--- src/rtl/moore_sched.sv ---
// Round-robin owner of one serial zero-run Moore detector shared by NREQ requesters.
// Latency: grant one cycle after arbitration, done pulse FRAME_W+2 cycles after it.
// Backpressure: level requests wait in IDLE. A grant is held until the frame has been shifted.
module moore_sched #(
  parameter int NREQ    = 4,
  parameter int FRAME_W = 8,
  parameter int CNT_W   = 3,
  parameter int ID_W    = 2
) (
  input  logic                      clk,
  input  logic                      rst,
  input  logic [NREQ-1:0]           req,
  input  logic [NREQ*FRAME_W-1:0]   frame,
  output logic [NREQ-1:0]           gnt,
  output logic                      busy,
  output logic                      det_i,
  output logic                      det_y,
  output logic                      done,
  output logic [ID_W-1:0]           done_id,
  output logic [CNT_W-1:0]          hits
);

  localparam int BC_W = $clog2(FRAME_W);

  typedef enum logic [1:0] {IDLE, LOAD, SHIFT, REPORT} state_t;
  typedef enum logic [1:0] {S0, S1, S2, S3} det_t;

  state_t             state, state_nxt;
  det_t               det_q, det_nxt;
  logic [FRAME_W-1:0] sh;
  logic [BC_W-1:0]    bit_cnt;
  logic [CNT_W-1:0]   cnt;
  logic [ID_W-1:0]    ptr;
  logic [ID_W-1:0]    winner;
  logic               arb_found;
  logic [ID_W-1:0]    arb_idx;
  logic               last_bit;

  assign last_bit = (bit_cnt == BC_W'(FRAME_W - 1));

  // Round-robin search: first set request starting at ptr, wrapping modulo NREQ.
  always_comb begin
    arb_found = 1'b0;
    arb_idx   = '0;
    for (int i = 0; i < NREQ; i++) begin
      if (!arb_found && req[(int'(ptr) + i) % NREQ]) begin
        arb_found = 1'b1;
        arb_idx   = ID_W'((int'(ptr) + i) % NREQ);
      end
    end
  end

  // Detector transition for the bit currently at the shift register MSB.
  always_comb begin
    det_nxt = S0;
    if (!sh[FRAME_W-1]) begin
      case (det_q)
        S0:      det_nxt = S1;
        S1:      det_nxt = S2;
        S2:      det_nxt = S3;
        default: det_nxt = S1;
      endcase
    end
  end

  // Controller state register; reset aborts any service immediately.
  always_ff @(posedge clk) begin
    if (rst) state <= IDLE;
    else     state <= state_nxt;
  end

  // Controller next state: arbitrate only in IDLE, fixed-length service otherwise.
  always_comb begin
    state_nxt = state;
    case (state)
      IDLE:    if (arb_found) state_nxt = LOAD;
      LOAD:    state_nxt = SHIFT;
      SHIFT:   if (last_bit) state_nxt = REPORT;
      REPORT:  state_nxt = IDLE;
      default: state_nxt = IDLE;
    endcase
  end

  // Datapath: winner capture, frame load, detector stepping, hit count, pointer advance.
  always_ff @(posedge clk) begin
    if (rst) begin
      det_q   <= S0;
      sh      <= '0;
      bit_cnt <= '0;
      cnt     <= '0;
      ptr     <= '0;
      winner  <= '0;
    end else begin
      case (state)
        IDLE: begin
          if (arb_found) winner <= arb_idx;
        end
        LOAD: begin
          sh      <= frame[int'(winner)*FRAME_W +: FRAME_W];
          det_q   <= S0;
          cnt     <= '0;
          bit_cnt <= '0;
        end
        SHIFT: begin
          det_q   <= det_nxt;
          sh      <= {sh[FRAME_W-2:0], 1'b0};
          bit_cnt <= bit_cnt + 1'b1;
          // Saturate rather than wrap so a long zero frame never reports a small count.
          if (det_nxt == S3 && cnt != '1) cnt <= cnt + 1'b1;
        end
        REPORT: begin
          // The served requester drops to lowest priority for the next arbitration.
          ptr <= (winner == ID_W'(NREQ - 1)) ? '0 : winner + 1'b1;
        end
        default: ;
      endcase
    end
  end

  // Moore outputs decoded from controller and detector state.
  always_comb begin
    gnt     = '0;
    busy    = 1'b0;
    det_i   = 1'b0;
    done    = 1'b0;
    done_id = '0;
    hits    = '0;
    det_y   = (det_q == S3);
    case (state)
      LOAD: begin
        gnt  = NREQ'(1) << winner;
        busy = 1'b1;
      end
      SHIFT: begin
        gnt   = NREQ'(1) << winner;
        busy  = 1'b1;
        det_i = sh[FRAME_W-1];
      end
      REPORT: begin
        // Grant and busy are already released in the completion cycle.
        done    = 1'b1;
        done_id = winner;
        hits    = cnt;
      end
      default: ;
    endcase
  end

endmodule

--- config.mk ---
export PLATFORM = sky130hd
export DESIGN_NAME = moore_sched
export DESIGN_NICKNAME = d
export VERILOG_FILES = /design/src/rtl/moore_sched.sv
export SDC_FILE = /design/constraint.sdc
export NUM_CORES = 1
export LEC_CHECK = 0
export BUFFER_PORTS_ARGS = -buffer_cell sky130_fd_sc_hd__buf_2
export CELL_PAD_IN_SITES_DETAIL_PLACEMENT = 0
export CELL_PAD_IN_SITES_GLOBAL_PLACEMENT = 1
export CORE_UTILIZATION = 40
export CTS_CLUSTER_DIAMETER = 100
export DETAILED_ROUTE_END_ITERATION = 6
export PLACE_DENSITY = 0.88
export SLEW_MARGIN = 20
export SYNTH_ARGS = -nofsm -noshare
export SYNTH_HDL_FRONTEND = slang
export SYNTH_SLANG_ARGS = --single-unit
--- constraint.sdc ---
create_clock -name clk -period 4 [get_ports clk]
set_input_delay 0.6 -clock clk [delete_from_list [all_inputs] [get_ports clk]]
set_output_delay 0.6 -clock clk [all_outputs]
set_load 0.005 [all_outputs]
==> run_results.csv <==
group,metric,value,unit
worst_hold_path,worst_hold_path_type,"reg2reg",
finish,multi_input_area,964.7,µm²
critical_path,rr_worst_depth,6,
die,die_x,63.17,µm
clock_network,post-cts-setup-buffer-count,0,
synthesis,ys_seq_area_share,29.43,%
detailed_routing,routedWlPerCell,10.95,µm
clock_network,cts_buffers,3,
sta,layout_setup_ws,1.485,ns
critical_path,crit_fanout,30,
power_and_ir_drop,p_leak,0.8048,nW
critical_path,worstPathArrival,1.92,ns
synthesis,synth.avg_cell_area,9.654,µm²
die,rows,21,
flow_run,max_cap_viol_count,0,
sta,layout_min_cycle_time,2.515,ns
sta,finClkSkew,0.002361,ns
finish,num_antenna_cells,0,
sta,max_slew.worst_pin.slew,0.8406,ns
grt,grt_overflow,0,
grt,antenna_found_initial,0,
die,start_util,43.15,%
critical_path,worstSetupStartpointType,"flip-flop",
outcome,status,"finished, final reports clean",
clock_network,tritoncts,"built",
clock_network,cts-hold-fix-buffers,0,
power_and_ir_drop,p_per_area,535.6,nW/µm²
clock_network,htree_num_levels,1,
detailed_routing,vias_per_cell,5.061,
place,place_hpwl,1995,µm
detailed_routing,dr.pass1.iters,4,
die,core,3468,µm²
finish,area_delta_synth_final,21.74,%
synthesis,synth_nets,208,
detailed_routing,vias,1245,
synthesis,synth_top_area_share,29.43,%
die,die_h,63.17,µm
grt,grt_pass1_vias,1097,
finish,drive_above_1_share,31.00,%
grt,grt_pass1_wl,4733,µm
sta,rsz0062_at_grt,"false",
finish,regArea,440.4,µm²
die,pin_count,51,
clock_network,cts_sinks,22,
place,routabilityCongestion,0.7717,
critical_path,critPathRequiredTime,3.40,ns
synthesis,synth_ff_type,"dfxtp_1",
die,design.die.area,3990,µm²
power_and_ir_drop,vdd.ir_drop.worst,0.0002089,V
finish,nets,254,
place,pre_cts_ws,1.773,ns
detailed_routing,wl,2694,µm
detailed_routing,dr.first_iter.drc_count,36,
place,port_buffers,50,
sta,fin_setup_tns,0,ns
synthesis,syn_inst,155,
worst_hold_path,worstHoldPathCells,2,
grt,grt_use_total,14.84,%
clock_network,clock_path_buffers,2,
detailed_routing,ant_nets,0,
clock_network,clk_latency,0.26,ns
critical_path,critical_path_class,"reg2out",
clock_network,clkTransAtPathRegs,0.08,ns
clock_network,root_buffer,"clkbuf_8",
synthesis,synth_edf_count,0,
sta,setup_violations,0,
finish,mostFrequentLayoutCells,"buf_2 (50), dfxtp_1 (22), nor2_1 (20)",
synthesis,syn_area,1496,µm²
synthesis,yosysWarnings,0,
critical_path,crit_path_end_kind,"output port",
sta,hold_viol,0,
synthesis,ys_async_sr_fraction,0,%
sta,max_slew_margin,43.96,%
synthesis,synth_top_area_cell,"dfxtp_1",
detailed_routing,drc,0,
grt,grt_start_max_net_pins,31,
sta,fmax,0.3976,GHz
clock_network,cts.repair.resized,0,
synthesis,synth_cell_types,33,
finish,layout_commonest_cell,"buf_2",
finish,nFillCells,342,
sta,period_share,62.88,%
synthesis,yosys-top-cells-area,"dfxtp_1 (29%), ha_1 (13%), mux2i_1 (9.4%)",
sta,slew_violations,0,
synthesis,ys_ff_latch,22,
-- cells by family (layout without fill, tap and decap cells) --
| family | after synthesis | after routing | synth area share, % |
|---|---|---|---|
| flops | 22 | 22 | 29.43 |
| compound gates | 24 | 24 | 11.20 |
| mux | 22 | 22 | 22.16 |
| simple gates | 53 | 53 | 18.56 |
| buf+inv | 19 | 64 | 6.104 |
| fa+ha+maj | 15 | 15 | 12.54 |
-- per-layer routing --
| metal | share of wire, % | global-route usage (%) | vias up |
|---|---|---|---|
| met5 | 0 | 0 | - |
| met3 | 4.3 | 1.812 | 4 |
| met2 | 48 | 26.34 | 31 |
| met4 | 1.3 | 6.105 | 0 |
| met1 | 46 | 17.88 | 568 |
| li1 | - | - | 642 |
-- Yosys cell counts (2+ instances only) --
| cell | instances |
|---|---|
| mux4_2 | 5 |
| inv_1 | 10 |
| nor2_1 | 20 |
| ha_1 | 15 |
| nand3_1 | 5 |
| mux2i_1 | 14 |
| buf_6 | 2 |
| a211oi_1 | 7 |
| a21oi_1 | 9 |
| nand2_1 | 3 |
| dfxtp_1 | 22 |
| clkbuf_1 | 5 |
| and2_1 | 9 |
| mux4_1 | 3 |
| nand3b_1 | 2 |
| nand2b_1 | 7 |
-- registers in the layout (all words and copies together), names as in the netlist --
name,count
det_q,2
bit_cnt,3
cnt,3
sh,8
state,2
ptr,2
winner,2
-- path summary, 6_finish.rpt --
path / start / to / slack [ns]
worst min-delay path: sh[0] / sh[0] / 0.47
worst max-delay path: state[1] / gnt[3] / 1.48
worst max register to register: state[0] / cnt[1] / 1.94
worst min register to register: sh[0] / sh[0] / 0.47
-- cell type report --
type                    count  share of cell area, %
inverters                  10                  2.060
flip-flops and latches     22                  24.18
multi-input cells         114                  52.95
well taps                  46                  3.159
clock inverters             1                  1.648
repair buffers             50                  13.74
clock buffers               3                  2.266
-- power by group --
| part | total [mW] | internal, mW | switching, mW |
|---|---|---|---|
| clock network | 0.207 | 0.134 | 0.0734 |
| logic | 0.423 | 0.217 | 0.206 |
| registers | 0.346 | 0.280 | 0.0659 |
-- critical path, cell delays in order (launching register included) --
cell and delay [ns]:
dfxtp_1 0.39, inv_1 0.08, ha_1 0.84, and2_1 0.22, buf_2 0.11
-- metrics by stage --
step / power [mW] / utilization [%] / hold slack (ns) / area, µm² / cells
after floorplan: 0.6940 / - / 0.4499 / 1496 / 155
after global placement: 0.7775 / 50.47 / 0.4627 / 1750 / 242
after detailed placement: 0.7810 / 50.47 / 0.4660 / 1750 / 242
after CTS: 0.9908 / 52.53 / 0.4802 / 1822 / 246
after global routing: 1.063 / 52.53 / 0.4919 / 1822 / 246
final: 0.9757 / 52.53 / 0.4749 / 1822 / 246
Note: power is estimated with default switching activity, not from simulation.
